`src/rtl/rom_fetch_unit.sv`:
```
// -----------------------------------------------------------------------------
// rom_fetch_unit
//
// Instruction fetch unit that sits directly in front of the ROM controller.
// It owns the fetch PC, drives it onto HADDR, captures the word returned on
// HRDATA in the same cycle, and queues {pc, data} pairs in a small prefetch
// FIFO. Decode takes entries from the FIFO head through a valid/ready
// handshake.
//
// Ports:
//   CLK             in   system clock, rising edge
//   RST             in   synchronous active-high reset
//   HADDR           out  byte address to the ROM controller (always fetch_pc)
//   HRDATA          in   ROM read data for HADDR, valid in the same cycle
//   redirect_valid  in   flush the FIFO and restart fetch at redirect_pc
//   redirect_pc     in   new fetch target
//   inst_valid      out  FIFO head holds an instruction
//   inst_data       out  instruction word at the FIFO head (0 when empty)
//   inst_pc         out  byte address of inst_data (0 when empty)
//   inst_ready      in   decode accepts the head this cycle
//   fetch_fault     out  misaligned redirect fault (only with the macro below)
//
// Build option:
//   ROM_FETCH_ALIGN_CHECK_EN  when defined, a redirect to a non word-aligned
//                             address enters a FAULT state and raises
//                             fetch_fault; otherwise the low two address bits
//                             of redirect_pc are dropped on load.
// -----------------------------------------------------------------------------
module rom_fetch_unit #(
    parameter logic [31:0] RESET_PC   = 32'h0,
    parameter logic [31:0] ROM_START  = 32'h0,
    parameter int unsigned ROM_SIZE   = 20*1024,
    parameter int unsigned FIFO_DEPTH = 4
) (
    input  logic        CLK,
    input  logic        RST,
    output logic [31:0] HADDR,
    input  logic [31:0] HRDATA,
    input  logic        redirect_valid,
    input  logic [31:0] redirect_pc,
    output logic        inst_valid,
    output logic [31:0] inst_data,
    output logic [31:0] inst_pc,
    input  logic        inst_ready
`ifdef ROM_FETCH_ALIGN_CHECK_EN
    ,
    output logic        fetch_fault
`endif
);

    localparam int PW = $clog2(FIFO_DEPTH);
    localparam int CW = PW + 1;

    localparam logic [CW-1:0] FULL         = CW'(FIFO_DEPTH);
    // Largest legal offset of fetch_pc from ROM_START (last word of the window).
    localparam logic [31:0]   LAST_OFFSET  = 32'(ROM_SIZE) - 32'd4;

    localparam logic [1:0] ST_RUN   = 2'd0;
    localparam logic [1:0] ST_HALT  = 2'd1;
`ifdef ROM_FETCH_ALIGN_CHECK_EN
    localparam logic [1:0] ST_FAULT = 2'd2;
`endif

    // Control state
    logic [1:0]    state_q,    state_d;
    logic [31:0]   fetch_pc_q, fetch_pc_d;
    logic [PW-1:0] rd_ptr_q,   rd_ptr_d;
    logic [PW-1:0] wr_ptr_q,   wr_ptr_d;
    logic [CW-1:0] count_q,    count_d;

    // FIFO storage (data path, not reset; validity is tracked by count_q)
    logic [31:0] pc_mem   [FIFO_DEPTH];
    logic [31:0] data_mem [FIFO_DEPTH];

    logic        deq;
    logic        fetch_go;
    logic        in_window;
    logic [31:0] pc_offset;
    logic [31:0] redirect_target;
    logic [1:0]  redirect_state;

    // Offset-based window test: an address below ROM_START wraps to a large
    // offset, so a single unsigned compare covers both ends of the window.
    assign pc_offset = fetch_pc_q - ROM_START;
    assign in_window = (pc_offset <= LAST_OFFSET);

    assign deq      = (count_q != '0) && inst_ready;
    assign fetch_go = (state_q == ST_RUN) && !redirect_valid && in_window &&
                      ((count_q != FULL) || deq);

`ifdef ROM_FETCH_ALIGN_CHECK_EN
    // Misaligned targets are loaded as-is so the faulting address is visible.
    assign redirect_target = redirect_pc;
    assign redirect_state  = (redirect_pc[1:0] != 2'b00) ? ST_FAULT : ST_RUN;
    assign fetch_fault     = (state_q == ST_FAULT);
`else
    assign redirect_target = redirect_pc & ~32'h3;
    assign redirect_state  = ST_RUN;
`endif

    always_comb begin
        state_d    = state_q;
        fetch_pc_d = fetch_pc_q;
        rd_ptr_d   = rd_ptr_q;
        wr_ptr_d   = wr_ptr_q;
        count_d    = count_q;

        if (redirect_valid) begin
            // Redirect overrides any same-cycle enqueue or dequeue.
            state_d    = redirect_state;
            fetch_pc_d = redirect_target;
            rd_ptr_d   = '0;
            wr_ptr_d   = '0;
            count_d    = '0;
        end else begin
            if ((state_q == ST_RUN) && !in_window) begin
                state_d = ST_HALT;
            end
            if (fetch_go) begin
                wr_ptr_d   = wr_ptr_q + 1'b1;
                fetch_pc_d = fetch_pc_q + 32'd4;
            end
            if (deq) begin
                rd_ptr_d = rd_ptr_q + 1'b1;
            end
            case ({fetch_go, deq})
                2'b10:   count_d = count_q + 1'b1;
                2'b01:   count_d = count_q - 1'b1;
                default: count_d = count_q;
            endcase
        end
    end

    always_ff @(posedge CLK) begin
        if (RST) begin
            state_q    <= ST_RUN;
            fetch_pc_q <= RESET_PC;
            rd_ptr_q   <= '0;
            wr_ptr_q   <= '0;
            count_q    <= '0;
        end else begin
            state_q    <= state_d;
            fetch_pc_q <= fetch_pc_d;
            rd_ptr_q   <= rd_ptr_d;
            wr_ptr_q   <= wr_ptr_d;
            count_q    <= count_d;
        end
    end

    always_ff @(posedge CLK) begin
        if (fetch_go) begin
            pc_mem[wr_ptr_q]   <= fetch_pc_q;
            data_mem[wr_ptr_q] <= HRDATA;
        end
    end

    assign HADDR      = fetch_pc_q;
    assign inst_valid = (count_q != '0);
    assign inst_data  = inst_valid ? data_mem[rd_ptr_q] : 32'h0;
    assign inst_pc    = inst_valid ? pc_mem[rd_ptr_q]   : 32'h0;

endmodule

```
`config.mk`:
```
export PLATFORM = sky130hd
export DESIGN_NAME = rom_fetch_unit
export DESIGN_NICKNAME = d
export VERILOG_FILES = /design/src/rtl/rom_fetch_unit.sv
export SDC_FILE = /design/constraint.sdc
export NUM_CORES = 1
export LEC_CHECK = 0
export ABC_AREA = 0
export CORE_ASPECT_RATIO = 0.75
export CORE_UTILIZATION = 46
export DETAILED_ROUTE_END_ITERATION = 8
export PLACE_DENSITY = 0.67
export SETUP_SLACK_MARGIN = 0.2
export SLEW_MARGIN = 5
export SYNTH_ARGS = -nofsm -noshare
export SYNTH_HDL_FRONTEND = slang
export SYNTH_SLANG_ARGS = --single-unit
```
`constraint.sdc`:
```
create_clock -name CLK -period 4.7 [get_ports CLK]
set_input_delay 0.94 -clock CLK [delete_from_list [all_inputs] [get_ports CLK]]
set_output_delay 0.94 -clock CLK [all_outputs]
set_load 0.01 [all_outputs]
```
==> impl_results.md <==
* Largest family of logic cells by synthesized area: multiplexers
* Post-route clock skew at 7.047 ps
* Delay contributed by the slowest stage of the critical path at 770 ps
* Resize count post-CTS at 0
* Final hold vios at 0
* Area of the die at 0.02525 mm^2
* CP top delay family: buffers and inverters
* Type of the most critical hold path: flip-flop to flip-flop
* Final period util at 81.65%
* Iter 0 DRT Violations at 471
* Count of pins on the block boundary at 165
* Net load switching power at 1.029 mW
* Most common cell after layout, fill and taps aside: edfxtp_1
* Worst endpoint data arrival time at 2900 ps
* Worst-margin pin slew at 1252 ps
* Total number of yosys warnings at 0
* Wire length of the first global-routing pass at 35.24 mm
* Share of the yosys chip area belonging to registers at 72.85%
* Clock power share at 40.0%
* Area taken by multi-input logic gates at 0.002902 mm^2
* Count of input and output buffers at 158
* Async S/R FF share, synth at 0%
* Fin. max-slew vios at 0
* Sw frac at 20.23%
* Xor/xnor cell area share of the yosys netlist at 0.3094%
* # nets final at 844
* Fraction of power consumed by combinational cells at 4.2%
* Total vias in the final route at 6032
* Area Growth Syn to Fin at 24.76%
* Critical path cell sequence: buf_4, mux4_2, and2_1, clkdlybuf4s50_1
* Number of global-route vias before repair at 6260
* Post-route non-filler standard cell count at 1123
* Count of placed standard cells including taps at 1071
* Setup repair after global routing missed its margin: false
* Final global-route overflow total at 0
* Clock slew at reported path FFs at 60 ps
* Number of synthesized register bits at 288
* Die width at 183.2 um
* CTS H-tree depth at 1
* Routed wire length at 23.05 mm
* Number of search-and-repair iterations in the first detailed-routing pass at 5
* Worst setup SP type: flip-flop
* Final number of setup-violating endpoints at 0
* Post-route DRC violation count at 0
* Relative slew slack at 16.54%
* Share of synthesized area spent on multiplexers at 14.39%
* # hold bufs at CTS at 0
* CTS sink cnt at 288
* Core Box Area at 0.02403 mm^2
* Max-Cap Viols at 0
* Share of layout cells above drive strength 1 at 16.29%
* Clock latency reported for the late side of the worst-skew pair at 530 ps
* Number of standard-cell rows in the floorplan at 49
* Number of buffers inserted during clock tree synthesis at 28
* Maximum count of clock buffers along a single path at 3
* Area of the mapped netlist at 0.01132 mm^2
* Critical Path End Type: output pin
* Post-layout minimum cycle time at 3837 ps
* Required @ worst endpoint at 3760 ps
* Post-route ant nets at 0
* Total routing usage reported by global routing at 18.58%
* Status: completed
* Effective utilization at floorplan at 47.11%
* Synth Area in Simple Gates at 7.791%
* Ratio of total power to cell area at 360.1 mW/mm^2
* TritonCTS clock tree: built
* Setup TNS after final layout at 0 ps
* Count of flip-flops with a built-in enable after synthesis at 248
* Via density per instance at 5.371
* CP Buf/Inv Count at 2
* Footprint of the flip-flops and latches at 0.008255 mm^2
* Synthesized-area fraction occupied by adder cells at 0.7294%
* Most frequent cells in the layout: 248 x edfxtp_1, 157 x clkdlybuf4s50_1, 64 x and2_1, 62 x mux4_2, 38 x dfxtp_1
* Number of antenna violations at the first check in global routing at 1
* Synthesized-area fraction occupied by ao, oa, aoi and oai cells at 2.177%
* Antenna diodes at 0
* Distinct cell type count after synthesis at 54
* Static leakage at 4.504 nW
* Worst-case vdd ir drop at 0.2478 mV
* Post-CTS Setup Inserts at 0
* Die H at 137.9 um
* Last weighted congestion value of the routability-driven placer at 0.7474
* Post-Synthesis Cells at 606
* Dpl hpwl at 13.90 mm
* Cell with the largest stage delay on the worst path: dfxtp_4
* Most common flop cell mapped by yosys: edfxtp_1
* Number of fill cells in the layout at 1839
* Pin count of the biggest net entering global routing at 66
* Top fanout value on the critical path at 30
* Average cell area after synthesis at 18.68 um^2
* Share of power burned in registers at 55.8%
* Root Driver: clkbuf_16
* Kind of critical path: flip-flop to output pin
* Cell-internal power at 4.057 mW
* Maximum frequency from static timing analysis at 260.6 MHz
* Wire per inst at 20.53 um
synthesized netlist by cell type (2+ instances only):
master	n	area (um^2)
nand2_1	16	60.06
inv_1	6	22.52
buf_1	3	11.26
mux4_2	62	1396
nand4_1	4	25.02
and2_1	68	425.4
xor2_1	2	17.52
nor3_2	2	20.02
mux2i_1	21	210.2
a311o_1	3	30.03
and3_1	2	12.51
nor4_4	4	85.08
or3_1	2	12.51
a21oi_1	9	45.04
a31oi_1	3	18.77
nand3_1	4	20.02
xnor2_1	2	17.52
buf_4	4	30.03
nor2_1	31	116.4
buf_2	9	45.04
dfxtp_1	40	800.8
ha_1	5	62.56
nor3_1	5	25.02
clkbuf_1	19	71.32
a32oi_1	2	17.52
a22oi_1	2	15.01
edfxtp_1	248	7447
mux2_1	2	22.52
path summary, 6_finish.rpt:
path,from,endpoint,slack (ps),cells past startpoint
worst max-delay path,flip-flop,inst_pc[21],860,4
worst min-delay path,wr_ptr_q[1],wr_ptr_q[1],500,2
worst max register to register,HADDR[12],data_mem[1][18],1660,5
worst min register to register,wr_ptr_q[1],wr_ptr_q[1],500,2
metal layers:
| metal | track usage, % | routed length, um | up-vias |
|---|---|---|---|
| li1 | - | - | 2708 |
| met1 | 26.66 | 10560 | 3054 |
| met2 | 29.30 | 10440 | 235 |
| met3 | 4.097 | 1639 | 33 |
| met4 | 4.213 | 407 | 2 |
| met5 | 0 | 11 | - |
final cells by class:
cell class,count,area share [%]
timing repair buffer,167,11.99
clock inverter,15,0.4872
inverter,7,0.1860
sequential,288,58.44
multi-input combinational,278,20.54
clock buffer,37,5.421
tap,331,2.932
state kept, by name, summed over array words and instances (netlist names), named ones only:
register and cells:
count_q 3, state_q 1, wr_ptr_q 2, data_mem 128, rd_ptr_q 2, HADDR 30, pc_mem 120
power by group through the flow:
stage	combinational, mW	clock [mW]	sequential (mW)
floorplan	0.0818	0	2.89
global placement	0.206	0	2.89
detailed placement	0.213	0	2.89
CTS	0.215	2.07	2.84
global route	0.230	2.17	2.84
finish	0.213	2.03	2.84
through the flow:
step                      area [um^2]  hold slack (ps)  setup slack (ps)  utilization [%]  power (mW)
after floorplan                 11330            450.7              1006                -       2.971
after global placement          13290            468.1              1050            55.31       3.096
after detailed placement        13290            489.1             894.9            55.31       3.107
after CTS                       14130            498.1             755.6            58.78       5.125
after global routing            14130            537.1             645.9            58.78       5.247
final                           14130            499.5             862.7            58.78       5.086
cell families after synthesis:
kind of cell | count (synthesis)
xor gates and xnor gates | 4
adders and majority gates | 6
and+or+nand+nor | 146
other | 1
buffers and inverters | 43
AOI/OAI and AO/OA | 33
DFF | 288
muxes | 85
worst register-to-register path, cell delays in order (launching register included):
cell and delay [ps]:
dfxtp_1 420, o21ai_1 380, nand3_2 290, nor2_1 740, and2_4 550, buf_12 330
Note: power is estimated with default switching activity, not from simulation.
